<file path="src/rtl/alu_operand_ctrl_pkg.sv">
`default_nettype none
// ============================================================================
// Module      : alu_operand_ctrl_pkg
// Description : Shared constants and pipe-slot type for the EX-stage
//               operand-select controller.
// Revision    : 1.0 - initial release
// ============================================================================
package alu_operand_ctrl_pkg;

    localparam int REG_ADDR_W = 5;
    localparam logic [REG_ADDR_W-1:0] ZERO_REG = '0;

    localparam logic [1:0] FWD_REG   = 2'b00;
    localparam logic [1:0] FWD_EXMEM = 2'b10;
    localparam logic [1:0] FWD_MEMWB = 2'b11;

    // One in-flight instruction as seen by the hazard logic
    typedef struct packed {
        logic                  valid;
        logic [REG_ADDR_W-1:0] rd;
        logic                  regwrite;
        logic                  memread;
    } pipe_slot_t;

endpackage
`default_nettype wire

</file>
<file path="src/rtl/alu_operand_ctrl_if.sv">
`default_nettype none
// ============================================================================
// Module      : alu_operand_ctrl_if
// Description : ID-side handshake and EX-side select bundle of the
//               operand-select controller.
// Revision    : 1.0 - initial release
// ============================================================================
interface alu_operand_ctrl_if
    import alu_operand_ctrl_pkg::*;
();

    logic                  id_valid;
    logic                  id_ready;
    logic [REG_ADDR_W-1:0] id_rs;
    logic [REG_ADDR_W-1:0] id_rt;
    logic                  id_use_rs;
    logic                  id_use_rt;
    logic                  id_alualtsrc;
    logic [REG_ADDR_W-1:0] id_rd;
    logic                  id_regwrite;
    logic                  id_memread;
    logic                  flush;
    logic                  ex_valid;
    logic                  ex_alualtsrc;
    logic [1:0]            ex_fwd_a;
    logic [1:0]            ex_fwd_b;
    logic                  stall;

    modport master (
        output id_valid, id_rs, id_rt, id_use_rs, id_use_rt, id_alualtsrc,
               id_rd, id_regwrite, id_memread, flush,
        input  id_ready, ex_valid, ex_alualtsrc, ex_fwd_a, ex_fwd_b, stall
    );

    modport slave (
        input  id_valid, id_rs, id_rt, id_use_rs, id_use_rt, id_alualtsrc,
               id_rd, id_regwrite, id_memread, flush,
        output id_ready, ex_valid, ex_alualtsrc, ex_fwd_a, ex_fwd_b, stall
    );

endinterface
`default_nettype wire

</file>
<file path="src/rtl/alu_operand_ctrl_fwd_sel.sv">
`default_nettype none
// ============================================================================
// Module      : alu_fwd_sel
// Description : Combinational forward-select and load-hazard detection for
//               one source operand against the EX and MEM slots.
// Revision    : 1.0 - initial release
// ============================================================================
module alu_fwd_sel
    import alu_operand_ctrl_pkg::*;
(
    input  logic [REG_ADDR_W-1:0] src,
    input  logic                  use_src,
    input  pipe_slot_t            ex_slot,
    input  pipe_slot_t            mem_slot,
    output logic [1:0]            fwd_sel,
    output logic                  load_hazard
);

    logic ex_match;
    logic mem_match;
    logic unused_mem_memread;

    // The MEM-slot load has already produced its data, so its memread is irrelevant
    assign unused_mem_memread = mem_slot.memread;

    // Match producers; the zero register is never a real dependency
    always_comb begin
        ex_match  = ex_slot.valid  & ex_slot.regwrite  & (ex_slot.rd  == src)
                    & (src != ZERO_REG) & use_src;
        mem_match = mem_slot.valid & mem_slot.regwrite & (mem_slot.rd == src)
                    & (src != ZERO_REG) & use_src;
        if (ex_match) begin
            fwd_sel = FWD_EXMEM;
        end else if (mem_match) begin
            fwd_sel = FWD_MEMWB;
        end else begin
            fwd_sel = FWD_REG;
        end
        load_hazard = ex_match & ex_slot.memread;
    end

endmodule
`default_nettype wire

</file>
<file path="src/rtl/alu_operand_ctrl.sv">
`default_nettype none
// ============================================================================
// Module      : alu_operand_ctrl
// Description : EX-stage operand-select controller. Tracks the EX and MEM
//               destination slots, registers operand-A immediate select and
//               forwarding selects for each accepted ID instruction, and
//               stalls ID on a load-use hazard.
//               Optional build macro ALU_OPERAND_CTRL_STATS_EN adds
//               stall/forward/flush event counters.
// Revision    : 1.0 - initial release
// ============================================================================
module alu_operand_ctrl
    import alu_operand_ctrl_pkg::*;
(
    input  logic               clk,
    input  logic               rst,
`ifdef ALU_OPERAND_CTRL_STATS_EN
    output logic [31:0]        stall_cnt,
    output logic [31:0]        fwd_cnt,
    output logic [31:0]        flush_cnt,
`endif
    alu_operand_ctrl_if.slave  bus
);

    pipe_slot_t ex_slot_q,  ex_slot_d;
    pipe_slot_t mem_slot_q, mem_slot_d;
    logic       ex_valid_q, ex_valid_d;
    logic       ex_alualtsrc_q, ex_alualtsrc_d;
    logic [1:0] ex_fwd_a_q, ex_fwd_a_d;
    logic [1:0] ex_fwd_b_q, ex_fwd_b_d;

    logic       w_use_rs;
    logic [1:0] w_fwd_a;
    logic [1:0] w_fwd_b;
    logic       w_haz_a;
    logic       w_haz_b;
    logic       w_stall;
    logic       w_accept;

    // Operand A taken from the immediate does not read rs at all
    assign w_use_rs = bus.id_use_rs & ~bus.id_alualtsrc;

    alu_fwd_sel u_fwd_a (
        .src         (bus.id_rs),
        .use_src     (w_use_rs),
        .ex_slot     (ex_slot_q),
        .mem_slot    (mem_slot_q),
        .fwd_sel     (w_fwd_a),
        .load_hazard (w_haz_a)
    );

    alu_fwd_sel u_fwd_b (
        .src         (bus.id_rt),
        .use_src     (bus.id_use_rt),
        .ex_slot     (ex_slot_q),
        .mem_slot    (mem_slot_q),
        .fwd_sel     (w_fwd_b),
        .load_hazard (w_haz_b)
    );

    // Stall is reported even under flush; flush still wins for acceptance
    assign w_stall  = bus.id_valid & (w_haz_a | w_haz_b);
    assign w_accept = bus.id_valid & ~w_stall & ~bus.flush;

    assign bus.stall        = w_stall;
    assign bus.id_ready     = ~w_stall;
    assign bus.ex_valid     = ex_valid_q;
    assign bus.ex_alualtsrc = ex_alualtsrc_q;
    assign bus.ex_fwd_a     = ex_fwd_a_q;
    assign bus.ex_fwd_b     = ex_fwd_b_q;

    // Next slot contents and EX selects: bubble unless an instruction is accepted
    always_comb begin
        ex_slot_d      = '0;
        mem_slot_d     = ex_slot_q;
        ex_valid_d     = 1'b0;
        ex_alualtsrc_d = 1'b0;
        ex_fwd_a_d     = FWD_REG;
        ex_fwd_b_d     = FWD_REG;
        if (w_accept) begin
            ex_slot_d.valid    = 1'b1;
            ex_slot_d.rd       = bus.id_rd;
            ex_slot_d.regwrite = bus.id_regwrite;
            ex_slot_d.memread  = bus.id_memread;
            ex_valid_d         = 1'b1;
            ex_alualtsrc_d     = bus.id_alualtsrc;
            ex_fwd_a_d         = w_fwd_a;
            ex_fwd_b_d         = w_fwd_b;
        end
    end

    // Slot and EX-select registers
    always_ff @(posedge clk) begin
        if (rst) begin
            ex_slot_q      <= '0;
            mem_slot_q     <= '0;
            ex_valid_q     <= 1'b0;
            ex_alualtsrc_q <= 1'b0;
            ex_fwd_a_q     <= FWD_REG;
            ex_fwd_b_q     <= FWD_REG;
        end else begin
            ex_slot_q      <= ex_slot_d;
            mem_slot_q     <= mem_slot_d;
            ex_valid_q     <= ex_valid_d;
            ex_alualtsrc_q <= ex_alualtsrc_d;
            ex_fwd_a_q     <= ex_fwd_a_d;
            ex_fwd_b_q     <= ex_fwd_b_d;
        end
    end

`ifdef ALU_OPERAND_CTRL_STATS_EN
    logic [31:0] stall_cnt_q, stall_cnt_d;
    logic [31:0] fwd_cnt_q,   fwd_cnt_d;
    logic [31:0] flush_cnt_q, flush_cnt_d;

    // Event counters, wrapping naturally at 2^32
    always_comb begin
        stall_cnt_d = stall_cnt_q;
        fwd_cnt_d   = fwd_cnt_q;
        flush_cnt_d = flush_cnt_q;
        if (w_stall & ~bus.flush) begin
            stall_cnt_d = stall_cnt_q + 32'd1;
        end
        if (w_accept & ((w_fwd_a != FWD_REG) | (w_fwd_b != FWD_REG))) begin
            fwd_cnt_d = fwd_cnt_q + 32'd1;
        end
        if (bus.flush) begin
            flush_cnt_d = flush_cnt_q + 32'd1;
        end
    end

    // Counter registers
    always_ff @(posedge clk) begin
        if (rst) begin
            stall_cnt_q <= '0;
            fwd_cnt_q   <= '0;
            flush_cnt_q <= '0;
        end else begin
            stall_cnt_q <= stall_cnt_d;
            fwd_cnt_q   <= fwd_cnt_d;
            flush_cnt_q <= flush_cnt_d;
        end
    end

    assign stall_cnt = stall_cnt_q;
    assign fwd_cnt   = fwd_cnt_q;
    assign flush_cnt = flush_cnt_q;
`endif

endmodule
`default_nettype wire

</file>
<file path="src/flat_wrapper.sv">
// flat-port wrapper written by rule: the top's interface ports become plain ports
module alu_operand_ctrl_flat import alu_operand_ctrl_pkg::*;
  (clk, rst, bus_id_valid, bus_id_rs, bus_id_rt, bus_id_use_rs, bus_id_use_rt, bus_id_alualtsrc, bus_id_rd, bus_id_regwrite, bus_id_memread, bus_flush, bus_id_ready, bus_ex_valid, bus_ex_alualtsrc, bus_ex_fwd_a, bus_ex_fwd_b, bus_stall);
  alu_operand_ctrl_if bus_i ();
  input  logic clk;
  input  logic rst;
  input wire logic [$bits(bus_i.id_valid)-1:0] bus_id_valid;
  input wire logic [$bits(bus_i.id_rs)-1:0] bus_id_rs;
  input wire logic [$bits(bus_i.id_rt)-1:0] bus_id_rt;
  input wire logic [$bits(bus_i.id_use_rs)-1:0] bus_id_use_rs;
  input wire logic [$bits(bus_i.id_use_rt)-1:0] bus_id_use_rt;
  input wire logic [$bits(bus_i.id_alualtsrc)-1:0] bus_id_alualtsrc;
  input wire logic [$bits(bus_i.id_rd)-1:0] bus_id_rd;
  input wire logic [$bits(bus_i.id_regwrite)-1:0] bus_id_regwrite;
  input wire logic [$bits(bus_i.id_memread)-1:0] bus_id_memread;
  input wire logic [$bits(bus_i.flush)-1:0] bus_flush;
  output wire logic [$bits(bus_i.id_ready)-1:0] bus_id_ready;
  output wire logic [$bits(bus_i.ex_valid)-1:0] bus_ex_valid;
  output wire logic [$bits(bus_i.ex_alualtsrc)-1:0] bus_ex_alualtsrc;
  output wire logic [$bits(bus_i.ex_fwd_a)-1:0] bus_ex_fwd_a;
  output wire logic [$bits(bus_i.ex_fwd_b)-1:0] bus_ex_fwd_b;
  output wire logic [$bits(bus_i.stall)-1:0] bus_stall;
  assign bus_i.id_valid = bus_id_valid;
  assign bus_i.id_rs = bus_id_rs;
  assign bus_i.id_rt = bus_id_rt;
  assign bus_i.id_use_rs = bus_id_use_rs;
  assign bus_i.id_use_rt = bus_id_use_rt;
  assign bus_i.id_alualtsrc = bus_id_alualtsrc;
  assign bus_i.id_rd = bus_id_rd;
  assign bus_i.id_regwrite = bus_id_regwrite;
  assign bus_i.id_memread = bus_id_memread;
  assign bus_i.flush = bus_flush;
  assign bus_id_ready = bus_i.id_ready;
  assign bus_ex_valid = bus_i.ex_valid;
  assign bus_ex_alualtsrc = bus_i.ex_alualtsrc;
  assign bus_ex_fwd_a = bus_i.ex_fwd_a;
  assign bus_ex_fwd_b = bus_i.ex_fwd_b;
  assign bus_stall = bus_i.stall;
  alu_operand_ctrl u_core (.clk(clk), .rst(rst), .bus(bus_i));
endmodule
</file>
<file path="config.mk">
export PLATFORM = sky130hd
export DESIGN_NAME = alu_operand_ctrl_flat
export DESIGN_NICKNAME = d
export VERILOG_FILES = /design/src/rtl/alu_operand_ctrl_pkg.sv /design/src/rtl/alu_operand_ctrl_if.sv /design/src/rtl/alu_operand_ctrl_fwd_sel.sv /design/src/rtl/alu_operand_ctrl.sv /design/src/flat_wrapper.sv
export SDC_FILE = /design/constraint.sdc
export NUM_CORES = 1
export LEC_CHECK = 0
export CORE_MARGIN = 4
export CORE_UTILIZATION = 40
export CTS_CLUSTER_SIZE = 8
export DETAILED_ROUTE_END_ITERATION = 16
export GPL_TIMING_DRIVEN = 0
export PLACE_DENSITY_LB_ADDON = 0.05
export REMOVE_ABC_BUFFERS = 1
export SKIP_LAST_GASP = 1
export SYNTH_ARGS = -nofsm -noshare
export SYNTH_HDL_FRONTEND = slang
export SYNTH_SLANG_ARGS = --single-unit
</file>
<file path="constraint.sdc">
create_clock -name clk -period 1.68 [get_ports clk]
set_input_delay 0.168 -clock clk [delete_from_list [all_inputs] [get_ports clk]]
set_output_delay 0.168 -clock clk [all_outputs]
set_load 0.1 [all_outputs]
</file>
==> results of run 1 <==
what timing repair did:
action | in CTS | in global routing
buffers inserted | 6 | 0
resized for setup | 49 | 13
endpoints found under the setup margin | 19 | 10
hold endpoints to repair | 0 | 0
pin swaps | 8 | 2
layout make-up:
type	count	area [sq um]
multi-input combinational	71	619
clock inverter	1	30.0
fill	215	777
sequential	20	408
timing repair buffer	37	363
tap	28	35.0
clock buffer	3	22.5
cell families after synthesis:
| family | Yosys count |
|---|---|
| AO/OA/AOI/OAI | 5 |
| flip-flops | 20 |
| AND/OR/NAND/NOR | 46 |
| XOR/XNOR | 20 |
| buffers and inverters | 2 |
per-stage QoR:
stage | utilization | instances | hold slack (ns) | instance area, sq um | setup slack [ns]
2_1_floorplan | - | 91 | 0.240 | 948 | -1.24
3_3_place_gp | 0.574 | 150 | 0.448 | 1290 | -1.63
3_5_place_dp | 0.574 | 150 | 0.463 | 1290 | -1.64
4_1_cts | 0.647 | 160 | 0.396 | 1460 | -0.288
5_1_grt | 0.655 | 160 | 0.396 | 1480 | -0.373
6_report | 0.655 | 160 | 0.405 | 1480 | -0.285
sequential cells by signal, summed over array words and instances, names as in the netlist:
register,count
u_core.bus.ex_valid,1
u_core.bus.ex_fwd_b,2
u_core.bus.ex_alualtsrc,1
u_core.ex_slot_q,7
u_core.mem_slot_q,7
u_core.bus.ex_fwd_a,2
report_power, final:
group,total (mW),switching [mW],leakage [nW],internal [mW]
Sequential,0.490,0.00745,0.164,0.483
Combinational,0.147,0.0680,0.356,0.0787
Clock,0.395,0.154,0.0279,0.241
Total,1.03,0.229,0.549,0.802
synthesized netlist by cell type (all sizes together):
| master | instances |
|---|---|
| a2111oi | 2 |
| and2 | 2 |
| and2b | 1 |
| buf | 2 |
| dfxtp | 20 |
| nand2 | 12 |
| nand4 | 4 |
| nor2 | 10 |
| nor2b | 9 |
| nor3 | 2 |
| nor4 | 2 |
| o21a | 1 |
| o21ai | 2 |
| or4 | 4 |
| xnor2 | 16 |
| xor2 | 4 |
cells in the final DEF, fill, tap and decap left out, types with 2 or more instances in the layout:
cell type	netlist	final
dfxtp_2	0	3
clkbuf_4	0	3
dfxtp_1	20	16
dlygate4sd2_1	0	8
xnor2_1	16	14
nor2b_1	9	9
or4_4	1	2
buf_4	0	5
nand4_1	4	4
clkdlybuf4s15_1	0	4
o21ai_4	0	2
or4_1	3	2
xor2_1	4	4
nand2_1	12	11
xnor2_2	0	2
a2111oi_2	0	2
nor4_4	0	2
clkbuf_2	0	2
clkdlybuf4s50_1	0	13
nor2_4	9	9
buf_12	1	2
nor3_1	2	2
worst paths after layout:
path,endpoint,depth (start not counted),slack [ns],from
worst max-delay path,bus_stall,7,-0.28,u_core.ex_slot_q[6]$_SDFF_PP0_
worst min-delay path,u_core.ex_slot_q[3]$_SDFF_PP0_,3,0.40,bus_id_rd[1]
worst max register to register,u_core.bus.ex_fwd_a[1]$_SDFF_PP0_,7,0.06,u_core.ex_slot_q[6]$_SDFF_PP0_
worst min register to register,u_core.mem_slot_q[1]$_SDFF_PP0_,1,0.48,u_core.ex_slot_q[1]$_SDFF_PP0_
layer usage:
| metal | global-route usage | wire [microns] | vias up |
|---|---|---|---|
| li1 | - | - | 395 |
| met2 | 0.219 | 1000 | 22 |
| met1 | 0.180 | 915 | 347 |
| met3 | 0.0294 | 126 | 4 |
| met4 | 0.0596 | 31 | 0 |
| met5 | 0 | 0 | - |
tightest hold or removal path: cells and delay by family:
kind,cells,cell delay (ns)
buffers and inverters,1,0.39
AND/OR/NAND/NOR,2,0.13
==> reports/metrics.csv, run 1 <==
metric;value;unit
yosys.area.top_type;dfxtp_1;
grt_max_degree;13;
outcome;finished, violations left;
postSynthAreaPerCell;10.5;sq um
synthDistinctLibCells;19;
ir_worst_vdd;475;uV
period_needed;1.96;ns
synthAdderAreaFrac;0;
finalHoldViolCount;0;
start_util;0.431;
layout.nets;157;
grt_pass1_vias;771;
crit_arrival;1.80;ns
syn_area;972;sq um
grt_pass1_wl;3500;microns
crit_slowest_cell;dfxtp_4;
cp-end-kind;output port;
hold_class;in -> reg;
maxCapViolCount;0;
n_antenna_cell;0;
gp_congestion;0.850;
synthToLayoutAreaGrowth;52.0;%
die_y;57.3;microns
max_slew_margin;0.371;
yosysTopAreaCellShare;0.412;
wl_per_cell;13.0;microns
synth_top_cells_by_area;dfxtp_1, xnor2_1, nor2_4, nor2b_1, nand2_1;
critical_path_class;reg -> out;
setup_slack;-0.285;ns
critPathRequiredTime;1.51;ns
powerDensity;698;nW/um^2
total_power;1.03;mW
cts_tree;yes;
drtAntennaViolNets;0;
cpPeakStageDelay;0.37;ns
cts_buffer_depth;2;
vias;768;
routed_wl;2080;microns
die_w;57.3;microns
crit_fanout;4;
core_area;2250;sq um
seq_area_frac_synth;0.412;
synthXorXnorAreaFrac;0.180;
avgViaCountPerCell;4.80;
start_kind;flop;
antenna_found_initial;0;
cp_top_family;simple AND/OR/NAND/NOR gates;
synth_seq_cells;20;
cp_num_buf_inv;2;
fin_skew;0.0155;ns
io-pin-count;32;
period_share;1.17;
gr-usage-all-layers;0.138;
gr-total-overflow;0;
die-area;3280;sq um
ys_warn_count;0;
violations;setup timing;
drc_errors;0;
io_buffer_count;31;
drt_iter0_drc;1;
drive_gt1_frac;0.311;
netlist_instances;93;
muxShareOfSynthArea;0;
fp-row-count;17;
drt_pre_antenna_iters;3;
crit_chain;buf_6 > xnor2_2 > nand4_1 > nor4_4 > o21a_4 > and2_4 > buf_12;
path_clk_slew;0.13;ns
setup_viol;2;
clockRootBuffer;clkbuf_4;
synth_compound_area_frac;0.0541;
drv_slew;0;
synth_simple_gate_area_share;0.329;
synth_top_family_by_area;simple AND/OR/NAND/NOR gates;
cts_buffers;3;
max_freq;509;MHz
cts_hold_buf;0;
rsz0062_at_grt;yes;
final.setup.tns;-0.489;ns
htree_levels;1;
insertion_delay;0.31;ns
cts.sinks;20;
leakagePower;0.549;nW
worstMarginPinSlew;0.947;ns
(Power assumes the default switching activity.)
==> run 2: changes to the inputs <==
- clock period: 1.68 -> 2.2 ns (I/O delays scaled with it)
==> run 2 against run 1 <==
Effect of this change:
- sequential power shrank 23%
- clock skew shrank 0.0074 ns
- power shrank 24%
- worst setup slack gained 0.37 ns
- the flow now finishes without violations
- critical path depth is the same
- worst hold slack gained 0.049 ns
- core utilization shrank 2.4 points
- via count shrank 1.7%
==> reports/metrics.csv, run 2 (synthesized netlist as in run 1, its figures left out) <==
metric;value;unit;change
outcome;completed;;
drt_pre_antenna_iters;3;;unchanged
crit_arrival;1.90;ns;+0.10 ns
period_needed;2.12;ns;
synthToLayoutAreaGrowth;46.3;%;
worstMarginPinSlew;0.963;ns;+0.0160 ns
final_cell_mix;clkdlybuf4s50_1, dfxtp_1, xnor2_1;;
cts_hold_buf;0;;unchanged
grt_pass1_vias;745;;-3.4%
finalHoldViolCount;0;;unchanged
total_power;782;uW;-24%
wl_per_cell;12.4;microns;-4.1%
grt_max_degree;13;;unchanged
htree_levels;1;;unchanged
die_w;57.3;microns;unchanged
die_y;57.3;microns;unchanged
ir_worst_vdd;362;uV;-24%
die-area;3280;sq um;unchanged
path_clk_slew;0.12;ns;about the same
leakagePower;0.513;nW;-6.4%
cts_buffers;3;;unchanged
cpPeakStageDelay;0.56;ns;+0.19 ns
cts_tree;yes;;
clockRootBuffer;clkbuf_4;;
fin_skew;0.00811;ns;-0.00741 ns
insertion_delay;0.30;ns;about the same
cts_buffer_depth;2;;unchanged
crit_fanout;4;;unchanged
crit_chain;dlygate4sd2_1 > or4_4 > o21ai_4 > nor4_4 > o21a_4 > and2_1 > buf_12;;
placed_cell_area;1290;sq um;unchanged
cp-end-kind;output port;;
max_freq;473;MHz;
cp_top_family;simple AND/OR/NAND/NOR gates;;
start_util;0.431;;unchanged
setup_viol;0;;-2
rrSetupSlack;0.56;ns;+0.50 ns
maxCapViolCount;0;;unchanged
hold_class;in -> reg;;
fillers;224;;+4.2%
vias;755;;-1.7%
core_area;2250;sq um;unchanged
routed_wl;1970;microns;-5.3%
regToRegEndpoint;u_core.bus.ex_fwd_a[1]$_SDFF_PP0_;;
grt_pass1_wl;3370;microns;-3.5%
r2r_start;u_core.ex_slot_q[4]$_SDFF_PP0_;;
final_area;1420;sq um;-3.7%
io-pin-count;32;;unchanged
start_kind;input pin;;
critical_path_class;in -> out;;
endpoint;bus_stall;;
layout.nets;155;;-1.3%
drt_iter0_drc;4;;+3
powerDensity;549;nW/um^2;-21%
cts.sinks;20;;unchanged
n_antenna_cell;0;;unchanged
gr-usage-all-layers;0.132;;-0.00618
crit_slowest_cell;or4_4;;
avgViaCountPerCell;4.78;;-0.45%
largest_registers;u_core.ex_slot_q x7, u_core.mem_slot_q x7;;
gr-total-overflow;0;;unchanged
critPathRequiredTime;1.98;ns;+0.47 ns
io_buffer_count;31;;unchanged
gp_congestion;0.850;;unchanged
fp-row-count;17;;unchanged
drive_gt1_frac;0.223;;-0.0875
layout_commonest_cell;clkdlybuf4s50_1;;
max_slew_margin;0.356;;-0.0151
reg2reg_depth;6;;-1
antenna_found_initial;0;;unchanged
cp_num_buf_inv;2;;unchanged
drtAntennaViolNets;0;;unchanged
drc_errors;0;;unchanged
period_share;0.962;;
drv_slew;0;;unchanged
crit_cells;7;;unchanged
startpoint;bus_id_rs[3];;
==> run 2: what timing repair did <==
action	CTS	global route
setup endpoints to repair	2	1
pin swaps	4	2
buffers inserted	3	1
gates resized for setup	28	6
==> run 2: worst min-delay path by stage <==
| stage | from | to | slack, ns | depth (start not counted) |
|---|---|---|---|---|
| after global placement | u_core.ex_slot_q[1]$_SDFF_PP0_ | u_core.mem_slot_q[1]$_SDFF_PP0_ | 0.45 | 1 |
| after global routing | bus_id_rt[4] | u_core.bus.ex_fwd_b[0]$_SDFF_PP0_ | 0.46 | 5 |
| after floorplan | rst | u_core.mem_slot_q[1]$_SDFF_PP0_ | 0.29 | 1 |
| after CTS | bus_id_rd[1] | u_core.ex_slot_q[3]$_SDFF_PP0_ | 0.46 | 3 |
| after detailed placement | u_core.ex_slot_q[1]$_SDFF_PP0_ | u_core.mem_slot_q[1]$_SDFF_PP0_ | 0.46 | 1 |
| final | bus_id_rt[4] | u_core.bus.ex_fwd_b[0]$_SDFF_PP0_ | 0.45 | 5 |
==> run 2: area by class of cell <==
class,instances,area [sq um],share of cell area
clock inverter,1,30.0,0.0211
clock buffer,3,22.5,0.0158
tap,28,35.0,0.0246
timing repair buffer,35,347,0.244
multi-input combinational,71,584,0.411
sequential,20,404,0.284
==> run 2: routing by layer <==
metal	share of wire	global-route usage	vias up
met4	0.015	0.0596	0
met5	0	0	-
met3	0.066	0.0294	4
met1	0.47	0.178	344
met2	0.45	0.199	22
li1	-	-	385
==> run 2: per-stage QoR <==
stage	std cells	setup WS, ns	TNS [ns]	util	hold WS [ns]
after floorplan	91	-0.772	-1.35	-	0.292
after global placement	150	-1.21	-2.29	0.574	0.448
after detailed placement	150	-1.22	-2.30	0.574	0.463
after CTS	157	0.0201	0	0.622	0.455
after global routing	158	-0.00448	-0.00448	0.631	0.460
final	158	0.0840	0	0.631	0.453
==> run 2: worst min-delay path, stage by stage <==
cell            delay, ns
dlymetal6s2s_1       0.16
xnor2_1              0.09
nand4_1              0.07
or4_1                0.12
a2111oi_1            0.05
==> run 2: power breakdown <==
part / switching [mW] / internal [mW] / leakage (nW)
Clock: 0.116 / 0.184 / 0.0279
Sequential: 0.00571 / 0.369 / 0.164
Combinational: 0.0490 / 0.0575 / 0.322
==> patch 1: new RTL, flow settings as in run 2 <==
Set the package constant `ZERO_REG` to 1 (it was '0).
--- a/src/rtl/alu_operand_ctrl_pkg.sv
+++ b/src/rtl/alu_operand_ctrl_pkg.sv
@@ -8,7 +8,7 @@
 package alu_operand_ctrl_pkg;
 
     localparam int REG_ADDR_W = 5;
-    localparam logic [REG_ADDR_W-1:0] ZERO_REG = '0;
+    localparam logic [REG_ADDR_W-1:0] ZERO_REG = 1;
 
     localparam logic [1:0] FWD_REG   = 2'b00;
     localparam logic [1:0] FWD_EXMEM = 2'b10;
Formal check against the unedited RTL: not equivalent (a bounded check fails within 4 cycles, from zero or initial values and one cycle with rst high).
==> patch 1 against run 2 <==
Combinational power fell by 7%. Worst setup slack improved by 0.018 ns. Wire length rose by 0.41%. Synthesized area fell by 5.8%. Cell area fell by 6.0%. Total power fell by 13%. Utilization fell by 2.0 points. Via count rose by 1.5%. Sequential cell count did not move. Critical endpoint unchanged. Largest power group unchanged. Highest routed layer unchanged.
==> patch 1: results (changes against run 2) <==
* Worst-path clk slew at ~0.11 ns
* Share of layout cells above drive strength 1 at 0.145 (was 0.223)
* Cell leakage power at 0.535 nW (was 0.513 nW)
* CP peak stage delay at 0.54 ns (was 0.56 ns)
* Gr usage total at 0.136 (was 0.132)
* Routed vias/inst at 4.82 (was 4.78)
* Setup crit start: bus_id_rt[1] (was bus_id_rs[3])
* Post-synth top cells: dfxtp_1 (20), xnor2_1 (16), nand2_1 (13), nor2_1 (10), nor2b_1 (7) (was dfxtp_1 (20), xnor2_1 (16), nand2_1 (12), nor2_4 (9), nor2b_1 (9))
* Measured slew at the worst slew-check pin at 0.977 ns (was 0.963 ns)
* CP Max Fanout at 3 (was 4)
* CP max-delay cell: or4b_1 (was or4_4)
* Setup Skew at 0.00505 ns (was 0.00811 ns)
* Global-route wire length before repair at 3.37 mm (unchanged)
* Worst hold stages at 3 (was 5)
* WL final at 1.97 mm (about the same)
* Count of cell types in the netlist at 24 (was 19)
* Initial drt markers at 8 (was 4)
* R2R Path Start: u_core.ex_slot_q[6] (was u_core.ex_slot_q[4])
* Status: finished, final reports clean (unchanged)
* VDD IR-drop max at 312 uV (was 362 uV)
* GP Congestion at 0.872 (was 0.850)
* Fillers at 190 (was 224)
* Drt first pass iters at 3 (unchanged)
* Worst-skew pair later-pin latency at between 0.2 and 0.3 ns
* Worst reg2reg path depth at 7 (was 6)
* R2R Setup Slk at roughly 0.55 ns
* Total CTS buffers at 3 (unchanged)
* Sequential area share after synthesis at 0.437 (was 0.412)
* RR Endpoint: u_core.bus.ex_fwd_b[0] (was u_core.bus.ex_fwd_a[1])
* Async SR Flop Fraction at 0 (unchanged)
* Synth area leaders: dfxtp_1 (44%), xnor2_1 (15%), nand2_1 (5.3%), nor2b_1 (4.8%), nor2_1 (4.1%) (was dfxtp_1 (41%), xnor2_1 (14%), nor2_4 (10%), nor2b_1 (5.8%), nand2_1 (4.6%))
* Vias in the first global route at 771 (was 745)
* Critical Path AT at 1.88 ns (was 1.90 ns)
* Initial antenna violation count at 0 (unchanged)
* Final #Nets at 156 (was 155)
* Clk buf depth at 2 (unchanged)
* CP top delay family: simple AND/OR/NAND/NOR gates (unchanged)
* Largest net degree at the start of global routing at 12 (was 13)
[patch 1: tightest hold or removal path, cell delays in order]
cell and delay, ns:
clkdlybuf4s50_1 0.39, nand2_1 0.05, nor2_1 0.03
[patch 1: timing repair]
action	4_1_cts	5_1_grt
pin swaps	4	3
resized for setup	25	3
buffers inserted	2	2
endpoints found under the setup margin	2	1
[patch 1: logic make-up after synthesis]
kind of cell / count (synthesis) / synth area share
simple gates: 46 / 0.294
flops: 20 / 0.437
compound gates: 5 / 0.0574
xor+xnor: 20 / 0.191
buf+inv: 3 / 0.0205
[patch 1: how the worst min path moves through the flow]
stage,start,end,slack [ns]
after CTS,bus_id_regwrite,u_core.ex_slot_q[1],0.43
after detailed placement,u_core.ex_slot_q[1],u_core.mem_slot_q[1],0.46
after global placement,u_core.ex_slot_q[1],u_core.mem_slot_q[1],0.45
after global routing,bus_id_memread,u_core.ex_slot_q[0],0.43
after floorplan,rst,u_core.mem_slot_q[1],0.29
final,bus_id_regwrite,u_core.ex_slot_q[1],0.43
[patch 1: metal layers]
| metal | share of wire | track usage |
|---|---|---|
| met4 | 0.024 | 0.0814 |
| met5 | 0 | 0 |
| met1 | 0.45 | 0.154 |
| met3 | 0.059 | 0.0394 |
| met2 | 0.46 | 0.225 |
[patch 1: per-stage QoR]
step	area [sq um]	setup WS (ns)	cells	TNS [ns]	hold WS, ns
6_report	1340	0.102	159	0	0.434
5_1_grt	1340	-0.00166	159	-0.00166	0.426
4_1_cts	1320	0.00263	157	0	0.426
3_5_place_dp	1250	-1.32	151	-2.44	0.462
3_3_place_gp	1250	-1.26	151	-2.29	0.449
2_1_floorplan	901	-0.752	92	-1.29	0.292
[patch 1: power breakdown]
part / internal [W] / switching [W] / total [W]
Clock: 0.000101 / 0.000106 / 0.000207
Combinational: 0.0000546 / 0.0000451 / 0.0000997
Sequential: 0.000369 / 0.00000568 / 0.000375
[patch 1: layout make-up]
class                   instances  share of cell area
well taps                      28              0.0262
repair buffers                 35               0.262
flip-flops and latches         20               0.299
clock buffers                   4              0.0271
multi-input cells              71               0.383
inverters                       1             0.00281
==> patch 2: new RTL, config.mk and constraints of run 2 <==
Made on the original files. Change the package constant `REG_ADDR_W` from 5 to 7.
--- a/src/rtl/alu_operand_ctrl_pkg.sv
+++ b/src/rtl/alu_operand_ctrl_pkg.sv
@@ -7,7 +7,7 @@
 // ============================================================================
 package alu_operand_ctrl_pkg;
 
-    localparam int REG_ADDR_W = 5;
+    localparam int REG_ADDR_W = 7;
     localparam logic [REG_ADDR_W-1:0] ZERO_REG = '0;
 
     localparam logic [1:0] FWD_REG   = 2'b00;
Interface: changed (resized bus_id_rd, bus_id_rs and bus_id_rt); port bits go from 32 to 38. The function was not compared with the original's and may differ.
==> patch 2 against run 2 <==
Cell area up 12%. Sequential cell count grew 4. Synthesized area increased by 11%. Worst setup slack worse by 0.012 ns. Total power rose by 13%. Utilization down 0.10 points. Wire length grew 34%. Register-to-register slack got worse by 0.02 ns. Synthesized cell count up 14%. First-iteration DRC count rose to 3.5 times the old value. Sequential share of layout area grew 1.9 points. Highest routed layer unchanged. Count of clock-buffer cells in the layout unchanged. Clock power rose by 3%.
==> patch 2: results (changes against run 2) <==
* Initial antenna violation count at 0 (unchanged)
* Yosys warns at 0 (unchanged)
* Initial drt markers at 14 (was 4)
* CP max-delay cell: clkdlybuf4s50_1 (was or4_4)
* Setup Skew at 0.00647 ns (was 0.00811 ns)
* Relative slew slack at 0.342 (was 0.356)
* Post-synth top cells: xor2_1 (28), dfxtp_1 (24), nor3b_1 (10), nor4_1 (10), nor2b_1 (9) (was dfxtp_1 (20), xnor2_1 (16), nand2_1 (12), nor2_4 (9), nor2b_1 (9))
* Async SR Flop Fraction at 0 (unchanged)
* Largest net degree at the start of global routing at 16 (was 13)
* Xor and xnor area share after synthesis at 0.226 (was 0.180)
* Global-route wire length before repair at 4.10 mm (was 3.37 mm)
* Core area at 2520 sq um (was 2250 sq um)
* Total number of vias at 909 (was 755)
* Synth area leaders: dfxtp_1 (44%), xor2_1 (23%), nor3b_1 (6.9%), nor4_1 (5.8%), nor2b_1 (5.2%) (was dfxtp_1 (41%), xnor2_1 (14%), nor2_4 (10%), nor2b_1 (5.8%), nand2_1 (4.6%))
* VDD IR-drop max at 390 uV (was 362 uV)
* WL final at 2.64 mm (was 1.97 mm)
* Fillers at 230 (was 224)
* Synthesized-area fraction occupied by adder cells at 0 (unchanged)
* Status: finished, final reports clean (unchanged)
* Share of layout cells above drive strength 1 at 0.122 (was 0.223)
* Worst-path clk slew at 0.13 ns
* Sequential area share after synthesis at 0.443 (was 0.412)
* Largest regs: u_core.ex_slot_q (9), u_core.mem_slot_q (9) (was u_core.ex_slot_q (7), u_core.mem_slot_q (7))
* GP Congestion at 0.845 (was 0.850)
* Gr usage total at 0.153 (was 0.132)
* Final #Nets at 179 (was 155)
* Critical Path AT at ~1.9 ns
* CP peak stage delay at 0.48 ns (was 0.56 ns)
* Count of cell types in the netlist at 20 (was 19)
* Mux cell area share after synthesis at 0 (unchanged)
* Drt first pass iters at 3 (unchanged)
* DP Wirelength at 2.00 mm
* Cell leakage power at 0.665 nW (was 0.513 nW)
* Vias in the first global route at 942 (was 745)
* # port buffers at 37 (was 31)
* Sw Pwr at 0.000189 W (was 0.000171 W)
* Post-synthesis compound-gate area fraction at 0.0427 (was 0.0541)
patch 2: layout make-up:
class                      instances  area (sq um)  area share
clock inverter                     1          30.0      0.0189
inverter                           2          7.51     0.00472
clock buffer                       3          22.5      0.0142
timing repair buffer              40           409       0.257
sequential                        24           482       0.303
multi-input combinational         78           601       0.378
tap                               30          37.5      0.0236
patch 2: cell families (layout without fill, tap and decap cells):
family	count (synthesis)	in the layout
and+or+nand+nor	45	45
xor gates and xnor gates	28	28
DFF	24	24
AOI/OAI and AO/OA	5	5
buffers and inverters	4	46
patch 2: worst paths after layout:
check                                    startpoint                endpoint  slack, ns  cells after the start
worst max register to register  u_core.ex_slot_q[6]  u_core.bus.ex_fwd_a[0]       0.54                      6
worst min-delay path                   bus_id_rd[1]     u_core.ex_slot_q[3]       0.46                      2
worst min register to register  u_core.ex_slot_q[1]    u_core.mem_slot_q[1]       0.48                      1
worst max-delay path                   bus_id_rt[4]               bus_stall       0.07                      7
patch 2: through the flow:
stage	instances	cell area (sq um)	setup WS (ns)	total power (W)	utilization
final	178	1590	0.0719	0.000886	0.630
after global routing	178	1590	-0.0304	0.000922	0.630
after CTS	177	1550	-0.0407	0.000897	0.616
after detailed placement	171	1480	-1.25	0.000584	0.585
after global placement	171	1480	-1.26	0.000582	0.585
after floorplan	104	1070	-0.761	0.000507	-
patch 2: what timing repair did:
| action | 4_1_cts | 5_1_grt |
|---|---|---|
| gates cloned | 0 | 0 |
| buffers inserted | 2 | 1 |
| resized for setup | 17 | 8 |
| pin swaps | 4 | 5 |
| setup endpoints to repair | 2 | 2 |
patch 2: power by group through the flow:
stage	Clock, W	Sequential (W)	Combinational [W]
finish	0.000310	0.000450	0.000126
global route	0.000335	0.000451	0.000136
CTS	0.000322	0.000450	0.000126
detailed placement	0	0.000459	0.000125
global placement	0	0.000459	0.000123
floorplan	0	0.000467	0.0000402
patch 2: worst max-delay path: cells and delay by family:
kind                   cells  cell delay, ns
XOR/XNOR                   1            0.18
AND/OR/NAND/NOR            3            0.64
buffers and inverters      2            0.64
AO/OA/AOI/OAI              1            0.22
patch 2: routing by layer:
metal | vias to the layer above | share of wire | global-route usage
li1 | 449 | - | -
met2 | 27 | 0.46 | 0.248
met4 | 0 | 0.024 | 0.0475
met3 | 6 | 0.059 | 0.0324
met5 | - | 0 | 0
met1 | 427 | 0.46 | 0.200
